$ cat src/rtl/clock_pkg.sv
// Shared encodings, field limits and the wrap step used by the clock and stopwatch cores.
package clock_pkg;

  typedef enum logic [2:0] {
    ADJ_NORMAL   = 3'd0,
    ADJ_HOUR     = 3'd1,
    ADJ_MIN      = 3'd2,
    ADJ_ALM_HOUR = 3'd3,
    ADJ_ALM_MIN  = 3'd4
  } adj_mode_e;

  localparam logic [7:0] MAX_SEC  = 8'd59;
  localparam logic [7:0] MAX_MIN  = 8'd59;
  localparam logic [7:0] MAX_HOUR = 8'd23;

  // Step a field by one in either direction, wrapping between 0 and max_val.
  function automatic logic [7:0] wrap_step(input logic [7:0] val, input logic [7:0] max_val,
                                           input logic up);
    if (up) return (val == max_val) ? 8'd0 : val + 8'd1;
    return (val == 8'd0) ? max_val : val - 8'd1;
  endfunction

endpackage

$ cat src/rtl/hms_counter.sv
// Seconds/minutes/hours chain: one-second advance with carries, per-field inc/dec without carry,
// and a seconds clear. The tick_* outputs show the time one advance would produce.
module hms_counter
  import clock_pkg::*;
(
  input  logic       clk_i,
  input  logic       rst_i,
  input  logic       advance_i,
  input  logic       clear_sec_i,
  input  logic       adj_hour_i,
  input  logic       adj_min_i,
  input  logic       inc_i,
  input  logic       dec_i,
  output logic [7:0] hours_o,
  output logic [7:0] minutes_o,
  output logic [7:0] seconds_o,
  output logic [7:0] tick_hours_o,
  output logic [7:0] tick_minutes_o,
  output logic [7:0] tick_seconds_o
);

  logic [7:0] hours_q, minutes_q, seconds_q;
  logic [7:0] hours_d, minutes_d, seconds_d;
  logic       sec_wrap, min_wrap, step;

  assign sec_wrap = (seconds_q == MAX_SEC);
  assign min_wrap = (minutes_q == MAX_MIN);
  assign step     = inc_i ^ dec_i;

  assign tick_seconds_o = wrap_step(seconds_q, MAX_SEC, 1'b1);
  assign tick_minutes_o = sec_wrap ? wrap_step(minutes_q, MAX_MIN, 1'b1) : minutes_q;
  assign tick_hours_o   = (sec_wrap && min_wrap) ? wrap_step(hours_q, MAX_HOUR, 1'b1) : hours_q;

  // A field edit overrides an advance on that field; the clear overrides everything on seconds.
  always_comb begin
    hours_d   = hours_q;
    minutes_d = minutes_q;
    seconds_d = seconds_q;
    if (advance_i) begin
      hours_d   = tick_hours_o;
      minutes_d = tick_minutes_o;
      seconds_d = tick_seconds_o;
    end
    if (step && adj_hour_i) hours_d = wrap_step(hours_q, MAX_HOUR, inc_i);
    if (step && adj_min_i) minutes_d = wrap_step(minutes_q, MAX_MIN, inc_i);
    if (clear_sec_i) seconds_d = 8'd0;
  end

  always_ff @(posedge clk_i or posedge rst_i) begin
    if (rst_i) begin
      hours_q   <= 8'd0;
      minutes_q <= 8'd0;
      seconds_q <= 8'd0;
    end else begin
      hours_q   <= hours_d;
      minutes_q <= minutes_d;
      seconds_q <= seconds_d;
    end
  end

  assign hours_o   = hours_q;
  assign minutes_o = minutes_q;
  assign seconds_o = seconds_q;

endmodule

$ cat src/rtl/clock_alarm_core.sv
// 24-hour clock with field adjustment, 12/24-hour display decode, hourly pre-chime,
// and an alarm with a fixed-length ring and minute-granular snooze.
module clock_alarm_core
  import clock_pkg::*;
#(
  parameter int CHIME_LEAD = 5,
  parameter int ALARM_DUR  = 60,
  parameter int SNOOZE_MIN = 5
) (
  input  logic       clk_1Hz,
  input  logic       rst,
  input  logic       en,
  input  logic       mode,
  input  logic       inc,
  input  logic       dec,
  input  logic       fmt_12h,
  input  logic       alarm_en,
  input  logic       snooze,
  output logic [7:0] hours,
  output logic [7:0] minutes,
  output logic [7:0] seconds,
  output logic [7:0] disp_hours,
  output logic       pm,
  output logic [7:0] alarm_hours,
  output logic [7:0] alarm_minutes,
  output logic [2:0] adj_mode,
  output logic       chime,
  output logic       alarm_ring
);

  localparam logic [7:0] RING_LEN    = 8'(ALARM_DUR);
  localparam logic [7:0] SNOOZE_ADD  = 8'(SNOOZE_MIN);
  localparam logic [7:0] CHIME_START = 8'(60 - CHIME_LEAD);
  localparam bit         CHIME_ON    = (CHIME_LEAD != 0);

  adj_mode_e  mode_q;
  logic       runs_clock, advance, step, time_edit;
  logic [7:0] tick_h, tick_m, tick_s;

  always_ff @(posedge clk_1Hz or posedge rst) begin
    if (rst) begin
      mode_q <= ADJ_NORMAL;
    end else if (mode) begin
      case (mode_q)
        ADJ_NORMAL:   mode_q <= ADJ_HOUR;
        ADJ_HOUR:     mode_q <= ADJ_MIN;
        ADJ_MIN:      mode_q <= ADJ_ALM_HOUR;
        ADJ_ALM_HOUR: mode_q <= ADJ_ALM_MIN;
        default:      mode_q <= ADJ_NORMAL;
      endcase
    end
  end

  // Editing the alarm fields must not stop time; only the time-edit modes freeze the clock.
  assign runs_clock = (mode_q == ADJ_NORMAL) || (mode_q == ADJ_ALM_HOUR) || (mode_q == ADJ_ALM_MIN);
  assign advance    = !en && runs_clock;
  assign step       = inc ^ dec;
  assign time_edit  = step && ((mode_q == ADJ_HOUR) || (mode_q == ADJ_MIN));

  hms_counter u_hms (
    .clk_i          (clk_1Hz),
    .rst_i          (rst),
    .advance_i      (advance),
    .clear_sec_i    (mode && (mode_q == ADJ_NORMAL)),
    .adj_hour_i     (mode_q == ADJ_HOUR),
    .adj_min_i      (mode_q == ADJ_MIN),
    .inc_i          (inc),
    .dec_i          (dec),
    .hours_o        (hours),
    .minutes_o      (minutes),
    .seconds_o      (seconds),
    .tick_hours_o   (tick_h),
    .tick_minutes_o (tick_m),
    .tick_seconds_o (tick_s)
  );

  logic [7:0] alarm_h_q, alarm_m_q;

  always_ff @(posedge clk_1Hz or posedge rst) begin
    if (rst) begin
      alarm_h_q <= 8'd0;
      alarm_m_q <= 8'd0;
    end else begin
      if (step && (mode_q == ADJ_ALM_HOUR)) alarm_h_q <= wrap_step(alarm_h_q, MAX_HOUR, inc);
      if (step && (mode_q == ADJ_ALM_MIN)) alarm_m_q <= wrap_step(alarm_m_q, MAX_MIN, inc);
    end
  end

  logic       ring_q, ring_d, snz_pend_q, snz_pend_d;
  logic [7:0] ring_cnt_q, ring_cnt_d, snz_h_q, snz_h_d, snz_m_q, snz_m_d;
  logic       arrive, main_trig, snz_trig;
  logic [7:0] snz_sum, snz_h_calc, snz_m_calc;
  logic       snz_ovf;

  // "arrive" marks the advance that lands on a whole minute.
  assign arrive    = advance && (tick_s == 8'd0);
  assign main_trig = arrive && alarm_en && (mode_q != ADJ_ALM_MIN) &&
                     (tick_h == alarm_h_q) && (tick_m == alarm_m_q);
  assign snz_trig  = arrive && snz_pend_q && (tick_h == snz_h_q) && (tick_m == snz_m_q);

  assign snz_sum    = minutes + SNOOZE_ADD;
  assign snz_ovf    = (snz_sum > MAX_MIN);
  assign snz_m_calc = snz_ovf ? snz_sum - 8'd60 : snz_sum;
  assign snz_h_calc = snz_ovf ? wrap_step(hours, MAX_HOUR, 1'b1) : hours;

  always_comb begin
    ring_d     = ring_q;
    ring_cnt_d = ring_cnt_q;
    snz_pend_d = snz_pend_q;
    snz_h_d    = snz_h_q;
    snz_m_d    = snz_m_q;
    if (!alarm_en) begin
      ring_d     = 1'b0;
      ring_cnt_d = 8'd0;
      snz_pend_d = 1'b0;
    end else if (snooze && ring_q) begin
      ring_d     = 1'b0;
      ring_cnt_d = 8'd0;
      snz_pend_d = 1'b1;
      snz_h_d    = snz_h_calc;
      snz_m_d    = snz_m_calc;
    end else if (main_trig || snz_trig) begin
      ring_d     = 1'b1;
      ring_cnt_d = RING_LEN;
      if (snz_trig) snz_pend_d = 1'b0;
    end else if (ring_q) begin
      if (ring_cnt_q == 8'd1) begin
        ring_d     = 1'b0;
        ring_cnt_d = 8'd0;
      end else begin
        ring_cnt_d = ring_cnt_q - 8'd1;
      end
    end
    if (time_edit) snz_pend_d = 1'b0;
  end

  always_ff @(posedge clk_1Hz or posedge rst) begin
    if (rst) begin
      ring_q     <= 1'b0;
      ring_cnt_q <= 8'd0;
      snz_pend_q <= 1'b0;
      snz_h_q    <= 8'd0;
      snz_m_q    <= 8'd0;
    end else begin
      ring_q     <= ring_d;
      ring_cnt_q <= ring_cnt_d;
      snz_pend_q <= snz_pend_d;
      snz_h_q    <= snz_h_d;
      snz_m_q    <= snz_m_d;
    end
  end

  always_comb begin
    disp_hours = hours;
    if (fmt_12h) begin
      if (hours == 8'd0) disp_hours = 8'd12;
      else if (hours > 8'd12) disp_hours = hours - 8'd12;
    end
  end

  assign pm            = fmt_12h && (hours >= 8'd12);
  assign chime         = CHIME_ON && runs_clock && (minutes == MAX_MIN) && (seconds >= CHIME_START);
  assign alarm_hours   = alarm_h_q;
  assign alarm_minutes = alarm_m_q;
  assign adj_mode      = mode_q;
  assign alarm_ring    = ring_q;

endmodule

$ cat config.mk
export PLATFORM = sky130hd
export DESIGN_NAME = clock_alarm_core
export DESIGN_NICKNAME = d
export VERILOG_FILES = /design/src/rtl/clock_pkg.sv /design/src/rtl/hms_counter.sv /design/src/rtl/clock_alarm_core.sv
export SDC_FILE = /design/constraint.sdc
export NUM_CORES = 1
export LEC_CHECK = 0
export CORE_ASPECT_RATIO = 1.2
export CORE_UTILIZATION = 53
export CTS_CLUSTER_DIAMETER = 120
export DETAILED_ROUTE_END_ITERATION = 12
export GPL_ROUTABILITY_DRIVEN = 0
export PLACE_DENSITY = 0.78
export SYNTH_ARGS = -nofsm -noshare
export SYNTH_HDL_FRONTEND = slang
export SYNTH_SLANG_ARGS = --single-unit
$ cat constraint.sdc
create_clock -name clk_1Hz -period 3.4 [get_ports clk_1Hz]
set_input_delay 0.68 -clock clk_1Hz [delete_from_list [all_inputs] [get_ports clk_1Hz]]
set_output_delay 0.68 -clock clk_1Hz [all_outputs]
set_load 0.01 [all_outputs]
## Word level (Yosys, flattened, before mapping)

Index checks and enable logic that the tools add are counted.

- Equality and inequality tests: 18
- Add/sub/neg operators: 13
- Order comparisons: 4
- Bitwise logic cells: 1
- Reduce and logical (&&, ||, !) cells: 36
- Mux-type cells: 51

Operators by type and width:

| cell | number |
|---|---|
| $mux 8 | 35 |
| $add 8x1->8 const B | 5 |
| $logic_not 8->1 | 5 |
| $sub 8x1->8 const B | 5 |
| $eq 8x8->1 | 4 |
| $eq 8x6->1 const B | 3 |
| $logic_and 1x1->1 | 20 |
| $eq 8x5->1 const B | 2 |
| $mux 1 | 15 |
| $ne 4x1->1 const B | 3 |
| $pmux 3 s4 | 1 |
| $add 8x3->8 const B | 1 |
| $eq 8x1->1 const B | 1 |
| $ge 8x4->1 const B | 1 |
| $ge 8x6->1 const B | 1 |
| $gt 8x4->1 const B | 1 |
| $gt 8x6->1 const B | 1 |
| $sub 8x4->8 const B | 1 |
| $sub 8x6->8 const B | 1 |
| $eq 3x2->1 const B | 2 |
| $reduce_bool 2->1 | 3 |
| $logic_or 1x1->1 | 4 |
| $reduce_and 2->1 | 2 |
| $eq 3x1->1 const B | 1 |
| other kinds (5) | 5 |

- Output and inout port bits: 54
- Bits in registers: 69
- Bits of input ports: 9
- Word-level logic and storage cells: 134

## Longest topological paths before layout

- Depth in word-level cells: 14
- Depth in mapped cells: 13
- Depth with buffers taken out: 11

## Hierarchy

Synthesis repeated with hierarchy kept, for this count alone.

- Cells, all modules: 793
- Area, all modules: 6198.4 um^2

Modules (own cells, without submodules):

| module | cells an instance | area an instance (um^2) | sequential area each (um^2) | times used |
|---|---|---|---|---|
| clock_alarm_core | 486 | 3858.7 | 1126.1 | 1 |
| hms_counter | 307 | 2339.7 | 600.6 | 1 |

## Worst setup path after synthesis

Ideal clock, no wire load.

- Kind: register -> register
- From: register u_hms.seconds_q[0], in the netlist u_hms.seconds_o[0]
- To: register ring_cnt_q[3]
- Period minus slack after synthesis: 3.271 ns
- Library setup time: 0.124 ns
- Path buffers: 2
- Slack: 0.129 ns
- Required time: 3.276 ns
- Arrival time: 3.148 ns
- Stages on the path, launching flop included: 13
- Cells stage by stage: dfrtp_1 ha_1 buf_2 or4b_1 buf_2 nor4_4 mux2i_1 xnor2_1 nor4_2 nand4_1 nor4b_2 nor3b_1 a211o_1

- Cells in the longest elaborated chain, start to end: 12
- Elaborated cells between the ends (all ways): 24
- Classes of those cells: add/sub (1); eq/ne (6); mux (6); reduce/logical (11)

Ends and longest elaborated chain:

| element | line | source |
|---|---|---|
| start: declaration | hms_counter.sv:22 | `logic [7:0] hours_q, minutes_q, seconds_q;` |
| start signal: assignment | hms_counter.sv:57 | `seconds_q <= seconds_d;` |
| $add 8x1->8 or $eq 8x6->1 (tied branches) | clock_pkg.sv:19, hms_counter.sv:26 |  |
| $mux 8 | clock_pkg.sv:19 | `if (up) return (val == max_val) ? 8'd0 : val + 8'd1;` |
| $logic_not 8->1 | clock_alarm_core.sv:96 | `assign arrive = advance && (tick_s == 8'd0);` |
| $logic_and 1x1->1 | clock_alarm_core.sv:96 |  |
| $logic_and 1x1->1 (3 in series) | clock_alarm_core.sv:97 | `assign main_trig = arrive && alarm_en && (mode_q != ADJ_ALM_MIN) &&` |
| $logic_and 1x1->1 | clock_alarm_core.sv:98 | `(tick_h == alarm_h_q) && (tick_m == alarm_m_q);` |
| $logic_or 1x1->1 * | clock_alarm_core.sv:122 | `end else if (main_trig \|\| snz_trig) begin` |
| $mux 8 | clock_alarm_core.sv:122 |  |
| $mux 8 | clock_alarm_core.sv:116 | `end else if (snooze && ring_q) begin` |
| $mux 8 | clock_alarm_core.sv:112 | `if (!alarm_en) begin` |
| end signal: assignment | clock_alarm_core.sv:146 | `ring_cnt_q <= ring_cnt_d;` |
| end: declaration | clock_alarm_core.sv:90 | `logic [7:0] ring_cnt_q, ring_cnt_d, snz_h_q, snz_h_d, snz_m_q, snz_m_d;` |

Mark *: on every way between the ends. The rest lies on a longest branch, timed or not.
A chain may end at the register's enable or synchronous reset.

## Final worst setup path

- From: register u_hms.minutes_q[0], in the netlist u_hms.minutes_o[0]
- To: output port chime

- Cells in the longest elaborated chain, start to end: 3

Ends and longest elaborated chain:

| element | line | source |
|---|---|---|
| start: declaration | hms_counter.sv:22 |  |
| start signal: assignment | hms_counter.sv:56 | `minutes_q <= minutes_d;` |
| $eq 8x6->1 | clock_alarm_core.sv:162 | `assign chime = CHIME_ON && runs_clock && (minutes == MAX_MIN) && (seconds >= CHIME_START);` |
| $logic_and 1x1->1 (2 in series) | clock_alarm_core.sv:162 |  |
| end: declaration | clock_alarm_core.sv:27 | `output logic chime,` |

Every way passes these cells.

==> impl_metrics.json <==
{
  "cts_tree": "done",
  "post-dp-hpwl_mm": 14.96,
  "clock-root-buffer": "clkbuf_16",
  "viasPerCell": 6.547,
  "wl_per_cell_um": 19.10,
  "cts.sinks": 69,
  "min_from": "snz_h_q[7]",
  "hp-class": "reg2reg",
  "status": "complete, no violations",
  "synth_edf_count": 0,
  "rsz0062_at_grt": "false",
  "crit_type": "reg2out",
  "finalHoldViolCount": 0,
  "end_kind": "primary output",
  "cp_top_family": "simple AND/OR/NAND/NOR gates",
  "grt_start_max_net_pins": 70,
  "r2r_start": "u_hms.minutes_o[0]",
  "setup_viol": 0,
  "path_cells": "ha_1, nor4b_4, nand2_2, buf_4, nor3_1, clkdlybuf4s50_1",
  "finalCriticalPeriod_ns": 3.273,
  "r2r_cells": 10,
  "synth_warnings": 0,
  "io_buffers": 62,
  "first_global_vias": 6855,
  "finalSetupTns_ns": 0,
  "r2r_slack_ns": 0.18,
  "final_cells": 1075,
  "diodes": 0,
  "area_growth_syn_to_layout_pct": 21.72,
  "rr_endpoint": "ring_cnt_q[5]",
  "holdPathStages": 2,
  "via_count": 7038,
  "htree_levels": 3,
  "finalCritPeriodShare_pct": 96.26,
  "final_core_util_pct": 66.44,
  "cp.arrival_ns": 2.59,
  "clk_latency_ns": 0.34,
  "netlist_instances": 837,
  "start_util_pct": 54.59,
  "antenna_found_initial": 0,
  "avgSynthCellArea_um2": 7.579,
  "yosys_register_bits": 69,
  "tightest_slew_ns": 0.8841,
  "dp_cells": 1057,
  "synthFlopType": "dfrtp_1",
  "async_reset_ff_share_pct": 100.0,
  "fp.dieArea_mm2": 0.01241,
  "crit_buf_inv": 2,
  "drt_wl_total_mm": 20.54,
  "placementRows": 43,
  "skew_ns": 0.005847,
  "drt_iter0_markers": 585,
  "final_nets": 944,
  "slew_headroom_pct": 40.61,
  "power_density_mw_per_mm2": 825.9,
  "required_ns": 2.72,
  "first_pass_iters": 7,
  "cts_inserted_buffers": 9,
  "slowest_stage": "clkdlybuf4s50_1",
  "grt_pass1_wl_mm": 33.35,
  "slowest_delay_ns": 0.58,
  "cap_violations": 0,
  "grt_usage_pct": 34.12,
  "yosysUniqueCellTypes": 73,
  "drc": 0,
  "fp.dieW_um": 101.9,
  "synth_nets": 868,
  "cts_buffer_depth": 2,
  "ys_seq_area_share_pct": 27.22,
  "die_h_um": 121.8,
  "critPathLaunchType": "flop",
  "syn_area_mm2": 0.006344,
  "peakVddDrop_v": 0.0004044,
  "slew_viol_final": 0,
  "ant_nets": 0,
  "cts_hold_buf": 0,
  "clk_pin_slew_worst_paths_ns": 0.06,
  "clock.fmax_ghz": 0.3055,
  "core_mm2": 0.01162,
  "worstPathMaxFanout": 6,
  "gr-total-overflow": 0,
  "io_pins": 63,
  "min_to": "snz_h_q[7]",
  "p_leak_nw": 3.118,
  "drive_gt1_share_pct": 11.55
}
## worst min-delay path: cells and delay by family (launching register included)
| kind | cells | cell delay, ns |
|---|---|---|
| simple gates | 1 | 0.05 |
| flops | 1 | 0.36 |
| compound gates | 1 | 0.06 |
## cells in the mapped netlist, types with 5 or more instances
master    instances  area, um2
nand2_1          91      341.6
o21ai_0          72      360.4
nor2_1           71      266.5
dfrtp_1          69       1727
a21oi_1          63      315.3
nand3_1          43      215.2
xnor2_1          43      376.6
clkbuf_1         38      142.6
nor3_1           31      155.2
xor2_1           27      236.5
inv_1            26      97.59
ha_1             22      275.3
nor4_1           18      112.6
and3_1           17      106.4
nand4_1          13      81.33
a31oi_1          12      75.07
buf_2            11      55.05
o31ai_1          11      82.58
a211oi_1          9      67.56
nand2b_1          9      56.30
o22ai_1           9      56.30
or3_1             9      56.30
a211o_1           7      61.31
mux2i_1           7      70.07
nor3b_1           6      45.04
o211ai_1          6      45.04
and2_1            5      31.28
## power breakdown
group	switching [mW]	internal, mW
sequential	0.479	1.03
clock	0.366	0.586
combinational	2.20	1.71
total	3.04	3.33
## worst max path at each step
| stage | start | endpoint | slack (ns) | cells after the start |
|---|---|---|---|---|
| 3_5_place_dp | fmt_12h | disp_hours[6] | 0.02 | 7 |
| 3_3_place_gp | fmt_12h | disp_hours[6] | 0.16 | 7 |
| 4_1_cts | fmt_12h | disp_hours[6] | 0.01 | 7 |
| 6_report | u_hms.minutes_o[0] | chime | 0.13 | 6 |
| 5_1_grt | fmt_12h | disp_hours[6] | 0.003 | 7 |
| 2_1_floorplan | u_hms.seconds_o[0] | ring_cnt_q[3] | 0.13 | 12 |
## timing repair
| action | in CTS | in global routing |
|---|---|---|
| buffers inserted | 0 | 2 |
| pin swaps | 0 | 1 |
| gates resized for setup | 3 | 15 |
| setup endpoints to repair | 2 | 7 |
## cells in the final DEF, fill, tap and decap left out, types with 17 or more instances in the layout
cell / instances
a21oi_1: 63
inv_1: 25
clkdlybuf4s50_1: 61
nor2_1: 71
nand3_1: 43
xor2_1: 27
dfrtp_1: 65
xnor2_1: 43
nor3_1: 29
nand2_1: 91
o21ai_0: 71
buf_4: 56
nor4_1: 17
and3_1: 17
ha_1: 21
## cells by family after synthesis
family                     synth area share, %
AOI/OAI and AO/OA                        23.02
xor gates and xnor gates                 9.665
adders and majority gates                4.339
buffers and inverters                    5.247
DFF                                      27.22
muxes                                    1.637
and+or+nand+nor                          28.88
## final cells by class
type | instances | area [um2]
inverters | 26 | 97.59
repair buffers | 119 | 1064
clock inverters | 4 | 47.55
multi-input cells | 688 | 4338
well taps | 157 | 196.4
clock buffers | 12 | 246.5
fillers | 997 | 3900
flip-flops and latches | 69 | 1732
## routing by layer
metal  track usage (%)  share of wire, %  vias up
met4             19.82               5.2        0
met1             39.41                37     3266
met2             58.45                50      451
li1                  -                 -     3208
met3             6.483               7.8      113
met5                 0                 0        -
## sequential cells by signal, indices dropped and copies added (netlist names)
signal,flops
snz_pend_q,1
snz_m_q,8
adj_mode,3
alarm_ring,1
ring_cnt_q,8
alarm_hours,8
u_hms.hours_o,8
alarm_minutes,8
u_hms.seconds_o,8
u_hms.minutes_o,8
snz_h_q,8
## metrics by stage
stage               hold slack [ns]  total power, mW  setup WS [ns]  cell area (um2)
global placement             0.4867            5.123         0.1585             7351
floorplan                    0.4689            3.838         0.1285             6344
global route                 0.5301            6.786       0.003292             7721
finish                       0.5001            6.377         0.1270             7721
detailed placement           0.4938            5.248        0.02279             7351
CTS                          0.5078            6.231        0.01164             7650
Power figures use the tool's default switching activity.
